==> src/rtl/ddf_ms_pick_merge.sv <==
// Multi-flux dynamic-dataflow pick/merge actor: per-flux FIFOs on two data ports and a control port.
// Build option DDF_MS_SAT_EN makes the mode-2/3 sum saturate instead of wrapping.
module ddf_ms_pick_merge #(
  parameter int WIDTH = 9,
  parameter int FLUX  = 2,
  parameter int PORTS = 2,
  parameter int DEPTH = 4
) (
  input  logic                clk,
  input  logic                rst,
  input  logic                in_port_write_fifo_0,
  input  logic [WIDTH-1:0]    in_port_datain_fifo_0,
  output logic [FLUX-1:0]     in_port_full_fifo_0,
  input  logic                in_port_write_fifo_1,
  input  logic [WIDTH-1:0]    in_port_datain_fifo_1,
  output logic [FLUX-1:0]     in_port_full_fifo_1,
  input  logic                in_port_write_fifo_nda,
  input  logic [WIDTH-1:0]    in_port_datain_fifo_nda,
  output logic [FLUX-1:0]     in_port_full_fifo_nda,
  input  logic                out_port_full,
  output logic                out_port_write,
  output logic [WIDTH-1:0]    out_port_dataout
);
  localparam int TW = $clog2(FLUX);
  localparam int DW = WIDTH - TW;
  localparam int AW = $clog2(DEPTH);
  localparam int NQ = PORTS + 1;
  localparam int QN = NQ - 1;
  localparam logic [AW:0] FULLCNT = (AW+1)'(DEPTH);

  logic [DW-1:0]   mem_q [NQ][FLUX][DEPTH];
  logic [AW-1:0]   wp_q  [NQ][FLUX];
  logic [AW-1:0]   rp_q  [NQ][FLUX];
  logic [AW:0]     cnt_q [NQ][FLUX];
  logic            wr    [NQ];
  logic [WIDTH-1:0] din  [NQ];
  logic            push  [NQ][FLUX];
  logic            pop   [NQ][FLUX];

  logic [1:0]      mode_q [FLUX];
  logic [FLUX-1:0] mv_q;
  logic [TW-1:0]   rr_q, rr_d;
  logic [FLUX-1:0] elig;
  logic            fire;
  logic [TW-1:0]   sel;
  logic [DW-1:0]   p0h, p1h, res;
  logic [DW:0]     sum;
  logic            fire_q;
  logic [TW-1:0]   ftag_q;
  logic [DW-1:0]   fres_q;

  assign wr[0]  = in_port_write_fifo_0;
  assign wr[1]  = in_port_write_fifo_1;
  assign wr[QN] = in_port_write_fifo_nda;
  assign din[0]  = in_port_datain_fifo_0;
  assign din[1]  = in_port_datain_fifo_1;
  assign din[QN] = in_port_datain_fifo_nda;

  always_comb begin
    for (int unsigned f = 0; f < FLUX; f++) begin
      in_port_full_fifo_0[f]   = (cnt_q[0][f]  == FULLCNT);
      in_port_full_fifo_1[f]   = (cnt_q[1][f]  == FULLCNT);
      in_port_full_fifo_nda[f] = (cnt_q[QN][f] == FULLCNT);
    end
  end

  // Tags >= FLUX match no queue, so such writes fall away like writes to a full queue.
  always_comb begin
    for (int unsigned q = 0; q < NQ; q++)
      for (int unsigned f = 0; f < FLUX; f++)
        push[q][f] = wr[q] && (din[q][WIDTH-1 -: TW] == TW'(f)) && (cnt_q[q][f] != FULLCNT);
  end

  always_comb begin
    elig = '0;
    for (int unsigned f = 0; f < FLUX; f++) begin
      case (mode_q[f])
        2'd0:    elig[f] = (cnt_q[0][f] != '0);
        2'd1:    elig[f] = (cnt_q[1][f] != '0);
        default: elig[f] = (cnt_q[0][f] != '0) && (cnt_q[1][f] != '0);
      endcase
      elig[f] = elig[f] && mv_q[f] && !out_port_full;
    end
  end

  always_comb begin
    int unsigned idx;
    idx  = 0;
    fire = 1'b0;
    sel  = '0;
    for (int unsigned i = 0; i < FLUX; i++) begin
      idx = int'(rr_q) + i;
      if (idx >= FLUX) idx = idx - FLUX;
      if (!fire && elig[TW'(idx)]) begin
        fire = 1'b1;
        sel  = TW'(idx);
      end
    end

    p0h = mem_q[0][sel][rp_q[0][sel]];
    p1h = mem_q[1][sel][rp_q[1][sel]];
    sum = {1'b0, p0h} + {1'b0, p1h};
    case (mode_q[sel])
      2'd0:    res = p0h;
      2'd1:    res = p1h;
`ifdef DDF_MS_SAT_EN
      default: res = sum[DW] ? '1 : sum[DW-1:0];
`else
      default: res = sum[DW-1:0];
`endif
    endcase

    for (int unsigned q = 0; q < NQ; q++)
      for (int unsigned f = 0; f < FLUX; f++)
        pop[q][f] = 1'b0;
    for (int unsigned f = 0; f < FLUX; f++)
      pop[QN][f] = (cnt_q[QN][f] != '0);
    if (fire) begin
      pop[0][sel] = (mode_q[sel] != 2'd1);
      pop[1][sel] = (mode_q[sel] != 2'd0);
    end

    rr_d = rr_q;
    if (fire) rr_d = (sel == TW'(FLUX-1)) ? '0 : sel + 1'b1;
  end

  always_ff @(posedge clk) begin
    for (int unsigned q = 0; q < NQ; q++)
      for (int unsigned f = 0; f < FLUX; f++)
        if (push[q][f]) mem_q[q][f][wp_q[q][f]] <= din[q][DW-1:0];
  end

  // Firing reads mode_q before this edge's control load lands, so a same-cycle load never affects it.
  always_ff @(posedge clk or negedge rst) begin
    if (!rst) begin
      for (int unsigned q = 0; q < NQ; q++)
        for (int unsigned f = 0; f < FLUX; f++) begin
          wp_q[q][f]  <= '0;
          rp_q[q][f]  <= '0;
          cnt_q[q][f] <= '0;
        end
      for (int unsigned f = 0; f < FLUX; f++) mode_q[f] <= '0;
      mv_q             <= '0;
      rr_q             <= '0;
      fire_q           <= 1'b0;
      ftag_q           <= '0;
      fres_q           <= '0;
      out_port_write   <= 1'b0;
      out_port_dataout <= '0;
    end else begin
      for (int unsigned q = 0; q < NQ; q++)
        for (int unsigned f = 0; f < FLUX; f++) begin
          if (push[q][f]) wp_q[q][f] <= wp_q[q][f] + 1'b1;
          if (pop[q][f])  rp_q[q][f] <= rp_q[q][f] + 1'b1;
          if (push[q][f] && !pop[q][f])      cnt_q[q][f] <= cnt_q[q][f] + 1'b1;
          else if (!push[q][f] && pop[q][f]) cnt_q[q][f] <= cnt_q[q][f] - 1'b1;
        end
      for (int unsigned f = 0; f < FLUX; f++)
        if (pop[QN][f]) begin
          mode_q[f] <= mem_q[QN][f][rp_q[QN][f]][1:0];
          mv_q[f]   <= 1'b1;
        end
      rr_q           <= rr_d;
      fire_q         <= fire;
      ftag_q         <= sel;
      fres_q         <= res;
      out_port_write <= fire_q;
      if (fire_q) out_port_dataout <= {ftag_q, fres_q};
    end
  end
endmodule

==> config.mk <==
export PLATFORM = sky130hd
export DESIGN_NAME = ddf_ms_pick_merge
export DESIGN_NICKNAME = d
export VERILOG_FILES = /design/src/rtl/ddf_ms_pick_merge.sv
export SDC_FILE = /design/constraint.sdc
export NUM_CORES = 1
export LEC_CHECK = 0
export BUFFER_PORTS_ARGS = -buffer_cell sky130_fd_sc_hd__buf_4
export CORE_UTILIZATION = 60
export CTS_BUF_LIST = sky130_fd_sc_hd__clkbuf_4
export DETAILED_ROUTE_END_ITERATION = 10
export MAX_ROUTING_LAYER = met4
export PLACE_DENSITY_LB_ADDON = 0.08
export SYNTH_ARGS = -nofsm -noshare
export SYNTH_HDL_FRONTEND = slang
export SYNTH_SLANG_ARGS = --single-unit
==> constraint.sdc <==
create_clock -name clk -period 6 [get_ports clk]
set_input_delay 1.2 -clock clk [delete_from_list [all_inputs] [get_ports clk]]
set_output_delay 1.2 -clock clk [all_outputs]
set_load 0.01 [all_outputs]
==> results of run 1 <==
## flip-flops by register name (all words and copies together), names as in the netlist
register	flops
mem_q	144
cnt_q	18
rp_q	12
wp_q	12
out_port_dataout	9
fres_q	8
mode_q	4
mv_q	2
fire_q	1
ftag_q	1
out_port_write	1
rr_q	1
## where the power goes
| part | internal, mW | leakage [nW] | switching, mW |
|---|---|---|---|
| sequential | 1.93 | 2.11 | 0.358 |
| combinational | 1.16 | 1.53 | 1.05 |
| clock | 0.664 | 0.429 | 0.543 |
| total | 3.76 | 4.07 | 1.95 |
## cell type report
| type | count | area share |
|---|---|---|
| inverters | 23 | 0.00819 |
| repair buffers | 42 | 0.0299 |
| clock inverters | 9 | 0.00321 |
| flip-flops and latches | 213 | 0.574 |
| clock buffers | 89 | 0.0634 |
| well taps | 188 | 0.0223 |
| multi-input cells | 317 | 0.299 |
| diodes | 1 | 0.000237 |
## metrics by stage
stage	cells	util	cell area [sq um]
finish	882	0.693	10500
global route	882	0.693	10500
CTS	881	0.693	10500
detailed placement	783	0.647	9830
global placement	783	0.647	9830
floorplan	568	-	9370
## synth_stat cells (8+ instances only)
master    instances  share of area
edfxtp_1        144           0.46
dfrtp_1          69           0.18
nand2_1          47          0.019
ha_1             37          0.049
mux4_2           36          0.087
xnor2_1          31          0.029
and2_1           24          0.016
inv_1            22         0.0088
mux2_2           22          0.026
a221oi_1         14          0.013
nor2_1           14         0.0056
xor2_1           14          0.013
nor3b_1          10         0.0080
nand2b_1          9         0.0060
buf_2             8         0.0043
o21ai_0           8         0.0043
## cells by family (layout without fill, tap and decap cells)
logic type	Yosys count	count (layout)
fa+ha+maj	44	44
buf+inv	38	163
xor+xnor	45	45
compound gates	45	45
flops	213	213
simple gates	120	120
mux	63	63
other cells	0	1
## metal layers
| metal | GRT usage | share of wire |
|---|---|---|
| met5 | - | 0 |
| met4 | 0.116 | 0.025 |
| met3 | 0.0464 | 0.041 |
| met2 | 0.371 | 0.51 |
| met1 | 0.281 | 0.42 |
## critical path: stages (launching register included)
cell and delay, ps:
dfrtp_1 470, nor2b_1 740, nand2_2 160, a21oi_4 240
o21ai_4 220, inv_2 430, nand2_1 100, nand2_1 100
ha_1 270, and3_1 200, a221oi_1 410, a21oi_1 220
xnor2_1 180, a211oi_1 250, a21oi_1 70
## final timing paths
check,slack (ps),end,depth (start not counted)
min in group asynchronous,680,fres_q[0]$_DFF_PN0_,1
hold reg to reg,470,mv_q[0]$_DFFE_PN0P_,1
setup reg to reg,1770,fres_q[7]$_DFF_PN0_,14
setup / recovery,1770,fres_q[7]$_DFF_PN0_,14
max in group asynchronous,4730,wp_q[10]$_DFFE_PN0P_,1
hold / removal,470,mv_q[0]$_DFFE_PN0P_,1
==> results.md, run 1 <==
- Status: finished, final reports clean
- Simple-gate share of the synthesized area: 0.0651
- Die W: 127 microns
- Setup bufs post-CTS: 0
- Max Clock Freq: 236 MHz
- Maximum VDD drop: 0.000263 V
- Clk_lat worst skew: 640 ps
- CTS H-tree lvls: 2
- Cells resized by post-CTS repair: 0
- XOR/XNOR Fraction of Synth Area: 0.0421
- Yosys warnings: 0
- First-pass GRT wire length: 27000 microns
- Commonest non-fill, non-tap cells in the layout: 144 x edfxtp_1, 89 x clkbuf_4, 69 x dfrtp_1
- Placeable Area: 15200 sq um
- Antenna violations before repair: 1
- HP Start: mv_q[0]$_DFFE_PN0P_
- Synth Net Count: 645
- Layout fillers: 1064
- DR vias/cell: 5.53
- Initial core utilization: 0.616
- Hold-fix buffers, CTS: 0
- EDFF count, synth: 144
- CTS tree: done
- GP Congestion: 0.835
- Register bit count reported by yosys: 213
- Post-detailed-route count of antenna-violating nets: 0
- Drt wl/cell: 18.3 microns
- Die H: 127 microns
- RSZ-0062 raised after global routing: no
- Distinct cells, synth: 46
- Fin. Hold Viols: 0
- Ports: 49
- Area taken by multi-input logic gates: 3150 sq um
- Critical R2R Launch: mode_q[1]$_DFFE_PN0P_
- Drc violations: 0
- Reg area: 6050 sq um
- Largest family of logic cells by synthesized area: multiplexers
- Final worst slack: 1770 ps
- Most common cell after layout, fill and taps aside: edfxtp_1
- Starting DRT DRC Count: 292
- HP Class: reg -> reg
- Synth Area in Adders: 0.0644
- WL final: 16200 microns
- Overall Power: 5.70 mW
- Max Fanout on Critical Path: 26
- Fin Hold WS: 471 ps
- Gr ovfl total: 0
- Post-synth ARST share: 0.324
- Sink Count: 213
- CP Launch Point: mode_q[1]$_DFFE_PN0P_
- Placement Setup Slack: 1490 ps
- CP Launch Type: flop
- Syn Inst Count: 568
- TritonRoute pass-1 iters: 4
- # port buffers: 42
- CTS clk-pin slew, worst paths: 70 ps
- Syn_area_per_cell: 16.5 sq um
- TritonCTS buffer count: 52
- FP Rows: 45
- P per Cell Area: 541 nW/um^2
- Setup_tns: 0 ps
- Worst Tran Pin Value: 903 ps
- Top_reg_cell synth: edfxtp_1
- CP endpoint kind: flop
- Via count: 4880
- Hpwl dp: 11300 microns
- Crit path DAT: 4720 ps
- Tot GR Track Use: 0.231
- Setup violations, final: 0
- Max_slew headroom: 0.397
- Synthesis-to-layout area growth: 12.5%
- Die area: 16100 sq um
- Final min period: 4230 ps
- Fin. max-slew vios: 0
- Register area share after synthesis: 0.646
- Leak Pwr: 4.07 nW
- Root buffer cell: clkbuf_4
- Crit Path Class: reg -> reg
- Max-cap violations: 0
- Nets@finish: 726
- CTS Buffer Depth: 3
- Period utilization: 0.705
- Share of cells above drive strength 1: 0.299
- Post-synthesis compound-gate area fraction: 0.0456
- Worst Skew: 20.8 ps
- Cell area after synthesis: 9370 sq um
- Worst endpoint required time: 6490 ps
- Pin count of the biggest net entering global routing: 70
- Mux contribution to synthesized area: 0.119
- Vias in the first global route: 5284
Power figures use the tool's default switching activity.
==> run 2: changes to the inputs <==
- CORE_UTILIZATION: 60 -> 57
- clock period: 6 -> 3.45 ns (I/O delays scaled with it)
==> run 2 against run 1 <==
Compared with the run above:
- combinational power grew 90%
- highest routed layer unchanged
- sequential power grew 70%
- sequential share of layout area shrank 1.1 points
- critical path type unchanged
- core utilization shrank 1.9 points
- worst setup slack lost 1600 ps
- clock skew grew 6.2 ps
- sequential cell count is the same
- final area grew 1.9%
- global-route usage shrank 0.69 points
- via count grew 3.1%
- largest power group is now combinational cells
- clock-buffer cell count shrank 4
- cell count grew 5.3%
==> results.md, run 2 (synthesized netlist as in run 1, its figures left out) <==
- Power Internal: 6.68 mW
- CTS clk-pin slew, worst paths: 70 ps
- Commonest non-fill, non-tap cells in the layout: 144 x edfxtp_1, 85 x clkbuf_4, 69 x dfrtp_1
- FP Rows: 46
- GP Congestion: 0.793
- Drc violations: 0
- Cells resized by post-CTS repair: 1
- TritonCTS buffer count: 53
- CP endpoint kind: flop
- # port buffers: 42
- RR Endpoint: fres_q[7]$_DFF_PN0_
- HP Class: in -> async
- Final worst slack: 127 ps
- Post-route insts no fill: 929
- RSZ-0062 raised after global routing: no
- Ports: 49
- Flop pwr share: 0.384
- Max-cap violations: 0
- Hold-fix buffers, CTS: 0
- Post-detailed-route count of antenna-violating nets: 0
- Root buffer cell: clkbuf_4
- Max Clock Freq: 301 MHz
- Placed cells: 831
- Period utilization: 0.963
- Sink Count: 213
- Slowest cell on crit path: or3_4
- Setup violations, final: 0
- CP top delay family: compound AO/OA/AOI/OAI gates
- Leak Pwr: 4.17 nW
- Part of the power in the clock network: 0.202
- Crit-path max cell delay: 440 ps
- P per Cell Area: 947 nW/um^2
- Die H: 130 microns
- Area taken by multi-input logic gates: 3160 sq um
- Worst Skew: 27.0 ps
- Initial core utilization: 0.587
- Worst endpoint required time: 3950 ps
- CP Launch Type: flop
- Max Fanout on Critical Path: 7
- First-pass GRT wire length: 27300 microns
- Starting DRT DRC Count: 245
- Crit Path Class: reg -> reg
- Max_slew headroom: 0.397
- CTS H-tree lvls: 2
- Max FFs per register: 144
- Worst Tran Pin Value: 904 ps
- Critical R2R Launch: cnt_q[7]$_DFFE_PN0P_
- Setup slack, reg-to-reg: 130 ps
- Most common cell after layout, fill and taps aside: edfxtp_1
- Vias in the first global route: 5433
- Pin count of the biggest net entering global routing: 70
- CTS Buffer Depth: 3
- Gate power share: 0.414
- Layout fillers: 1134
- Fin. max-slew vios: 0
- Die W: 130 microns
- Setup_tns: 0 ps
- Final design area excluding fillers: 10700 sq um
- Reg area: 6050 sq um
- Placeable Area: 15900 sq um
- DR vias/cell: 5.42
- Tot GR Track Use: 0.224
- Synthesis-to-layout area growth: 14.7%
- Switch Pwr: 3.48 mW
- Post-Place Cell Area: 10000 sq um
- Gr ovfl total: 0
- TritonRoute pass-1 iters: 5
- Status: finished, final reports clean
- WL final: 16800 microns
- Drt wl/cell: 18.1 microns
- Maximum VDD drop: 0.000470 V
- Setup bufs post-CTS: 0
- Die area: 16900 sq um
- Fin. Hold Viols: 0
- Buf/Inv on CP: 0
- Nets@finish: 747
- CTS tree: done
- Antenna violations before repair: 1
- Placement Setup Slack: 22.4 ps
- Final min period: 3320 ps
- Cell Chain, Critical Path: or3_4, o32ai_2, a21oi_4, o21ai_4, mux2_2, ha_1, a21o_1, a221oi_2, a21oi_2, xnor2_1, a211oi_1, a21oi_1
- Clk_lat worst skew: 640 ps
- Switching share of power: 0.343
- FF-to-FF path depth: 12
- Via count: 5031
- Crit path DAT: 3820 ps
- Share of cells above drive strength 1: 0.319
- Hpwl dp: 11800 microns
- Overall Power: 10.2 mW
## run 2: cell type report
cell class | count | area share
antenna | 1 | 0.000233
clock buffer | 85 | 0.0594
clock inverter | 12 | 0.00454
inverter | 23 | 0.00827
multi-input combinational | 317 | 0.294
sequential | 213 | 0.563
tap | 216 | 0.0252
timing repair buffer | 62 | 0.0448
## run 2: layer usage
layer	track usage	wire (microns)	vias up
li1	-	-	2349
met5	-	0	-
met4	0.107	567	0
met3	0.0533	912	45
met1	0.261	6810	2511
met2	0.366	8550	126
## run 2: worst reg2reg max path: cells and delay by family (launching register included)
family	cells	cell delay, ps
multiplexers	1	410
AND/OR/NAND/NOR	1	440
XOR/XNOR	1	160
AO/OA/AOI/OAI	8	1460
adder cells (fa/ha/maj)	1	300
flip-flops	1	430
## run 2: power by group through the flow
stage	clock network [mW]	registers [mW]	logic [mW]
after floorplan	0	3.72	3.21
after CTS	2.12	3.92	4.21
final	2.05	3.90	4.21
after global routing	2.26	3.99	4.64
after detailed placement	0	3.97	4.19
after global placement	0	3.91	4.00
## run 2: how the worst max path moves through the flow
stage | from | to | slack (ps) | cells past startpoint
after floorplan | cnt_q[7]$_DFFE_PN0P_ | fres_q[7]$_DFF_PN0_ | 190 | 16
after global routing | cnt_q[7]$_DFFE_PN0P_ | fres_q[7]$_DFF_PN0_ | 10 | 12
final | cnt_q[7]$_DFFE_PN0P_ | fres_q[7]$_DFF_PN0_ | 130 | 12
after global placement | out_port_full | fres_q[7]$_DFF_PN0_ | 130 | 12
after CTS | cnt_q[7]$_DFFE_PN0P_ | fres_q[7]$_DFF_PN0_ | 20 | 14
after detailed placement | out_port_full | fres_q[7]$_DFF_PN0_ | 20 | 14
## run 2: metrics by stage
stage,hold slack [ps],util
global route,213,0.674
global placement,449,0.629
detailed placement,449,0.629
CTS,180,0.673
finish,184,0.674
floorplan,352,-
==> run 3: changes to the inputs <==
- PLACE_DENSITY: unset -> 0.89
- PLACE_DENSITY_LB_ADDON: 0.08 -> unset
==> run 3 against run 2 <==
Compared with the run above:
- core utilization shrank 0.35 points
- largest power group unchanged
- clock-buffer cell count shrank 11
- critical path type unchanged
- global-route usage shrank 0.11 points
==> results.md, run 3 (synthesized netlist as in run 1, its figures left out) <==
- Hpwl dp: 12000 microns
- Worst Skew: 40.6 ps
- Tot GR Track Use: 0.223
- Fin. max-slew vios: 0
- Max_slew headroom: 0.404
- Sink Count: 213
- Final min period: 3290 ps
- Ports: 49
- CTS clk-pin slew, worst paths: 70 ps
- Vias in the first global route: 5353
- Worst endpoint required time: 3970 ps
- FF-to-FF path depth: 12
- Antenna violations before repair: 1
- Drt wl/cell: 18.1 microns
- CTS H-tree lvls: 2
- WL final: 16800 microns
- Root buffer cell: clkbuf_4
- Final design area excluding fillers: 10700 sq um
- Nets@finish: 747
- CTS Buffer Depth: 3
- Post-detailed-route count of antenna-violating nets: 0
- DR vias/cell: 5.49
- Share of cells above drive strength 1: 0.306
- Worst Tran Pin Value: 894 ps
- RSZ-0062 raised after global routing: no
- First-pass GRT wire length: 27000 microns
- HP Class: in -> async
- Critical R2R Launch: cnt_q[6]$_DFFE_PN0P_
- Post-Place Cell Area: 10000 sq um
- Area taken by multi-input logic gates: 3160 sq um
- Max Clock Freq: 304 MHz
- Core Util, Final: 0.670
- Commonest non-fill, non-tap cells in the layout: 144 x edfxtp_1, 74 x clkbuf_4, 69 x dfrtp_1
- Synthesis-to-layout area growth: 14.1%
- # port buffers: 42
- P per Cell Area: 946 nW/um^2
- Drc violations: 0
- Layout fillers: 1068
- Pin count of the biggest net entering global routing: 70
- Most common cell after layout, fill and taps aside: edfxtp_1
- Die H: 130 microns
- Fin Hold WS: 151 ps
- TritonCTS buffer count: 51
- Max Fanout on Critical Path: 10
- Max-cap violations: 0
- Via count: 5104
- Leak Pwr: 4.13 nW
- Setup violations, final: 0
- Setup_tns: 0 ps
- Maximum VDD drop: 0.000571 V
- Gr ovfl total: 0
- CP endpoint kind: flop
- CTS tree: done
- Initial core utilization: 0.587
- CP Launch Type: flop
- Clk_lat worst skew: 650 ps
- Setup slack, reg-to-reg: 160 ps
- TritonRoute pass-1 iters: 5
- Crit Path Class: reg -> reg
- FP Rows: 46
- GP Congestion: 0.834
- Period utilization: 0.953
- Fin. Hold Viols: 0
- Placeable Area: 15900 sq um
- Die area: 16900 sq um
- Reg area: 6050 sq um
- Die W: 130 microns
- Starting DRT DRC Count: 383
- Status: finished, final reports clean
- RR Endpoint: fres_q[7]$_DFF_PN0_
- Crit path DAT: 3810 ps
- Max FFs per register: 144
==> run 3: layer usage <==
layer / vias up / routed length [microns] / part of all wire / global-route usage
li1: 2358 / - / - / -
met1: 2537 / 6570 / 0.39 / 0.260
met2: 167 / 8710 / 0.52 / 0.369
met3: 42 / 952 / 0.057 / 0.0504
met4: 0 / 605 / 0.036 / 0.103
met5: - / 0 / 0 / -
==> run 3: worst max path at each step <==
stage | end | slack, ps | cells past startpoint | startpoint
after floorplan | fres_q[7]$_DFF_PN0_ | 190 | 16 | cnt_q[7]$_DFFE_PN0P_
after global placement | fres_q[7]$_DFF_PN0_ | 140 | 12 | out_port_full
after detailed placement | fres_q[7]$_DFF_PN0_ | 20 | 12 | out_port_full
after CTS | fres_q[7]$_DFF_PN0_ | 50 | 12 | cnt_q[6]$_DFFE_PN0P_
after global routing | fres_q[7]$_DFF_PN0_ | 20 | 12 | cnt_q[6]$_DFFE_PN0P_
final | fres_q[7]$_DFF_PN0_ | 160 | 12 | cnt_q[6]$_DFFE_PN0P_
==> run 3: cell type report <==
| cell class | instances | share of cell area |
|---|---|---|
| clock inverter | 21 | 0.00784 |
| tap | 216 | 0.0253 |
| antenna | 1 | 0.000234 |
| sequential | 213 | 0.566 |
| timing repair buffer | 64 | 0.0450 |
| multi-input combinational | 317 | 0.295 |
| clock buffer | 74 | 0.0520 |
| inverter | 23 | 0.00808 |
==> run 3: timing repair <==
item | in CTS | in global routing
setup endpoints to repair | 0 | 1
hold buffers | 0 | 0
resized for setup | 0 | 2
setup buffers | 0 | 0
hold endpoints to repair | 0 | 0
==> run 3: report_power, final <==
part | internal (mW) | switching, mW
registers | 3.36 | 0.555
clock network | 0.993 | 0.955
logic | 2.23 | 2.02
==> run 3: per-stage QoR <==
stage	power (mW)	setup slack, ps	cells
floorplan	6.93	191	568
global placement	7.91	137	833
detailed placement	8.18	21.2	833
CTS	10.2	45.8	928
global route	10.8	19.1	929
finish	10.1	164	929
==> run 3: worst max-delay path, cell delays in order, from the launching register on <==
cell and delay (ps):
dfrtp_1 440, or3_4 420, o32ai_2 180, a21oi_4 120
o21ai_4 150, mux2_2 410, ha_1 310, a21o_1 210
a221oi_2 320, a21oi_2 140, xnor2_1 160, a211oi_1 240
a21oi_1 70
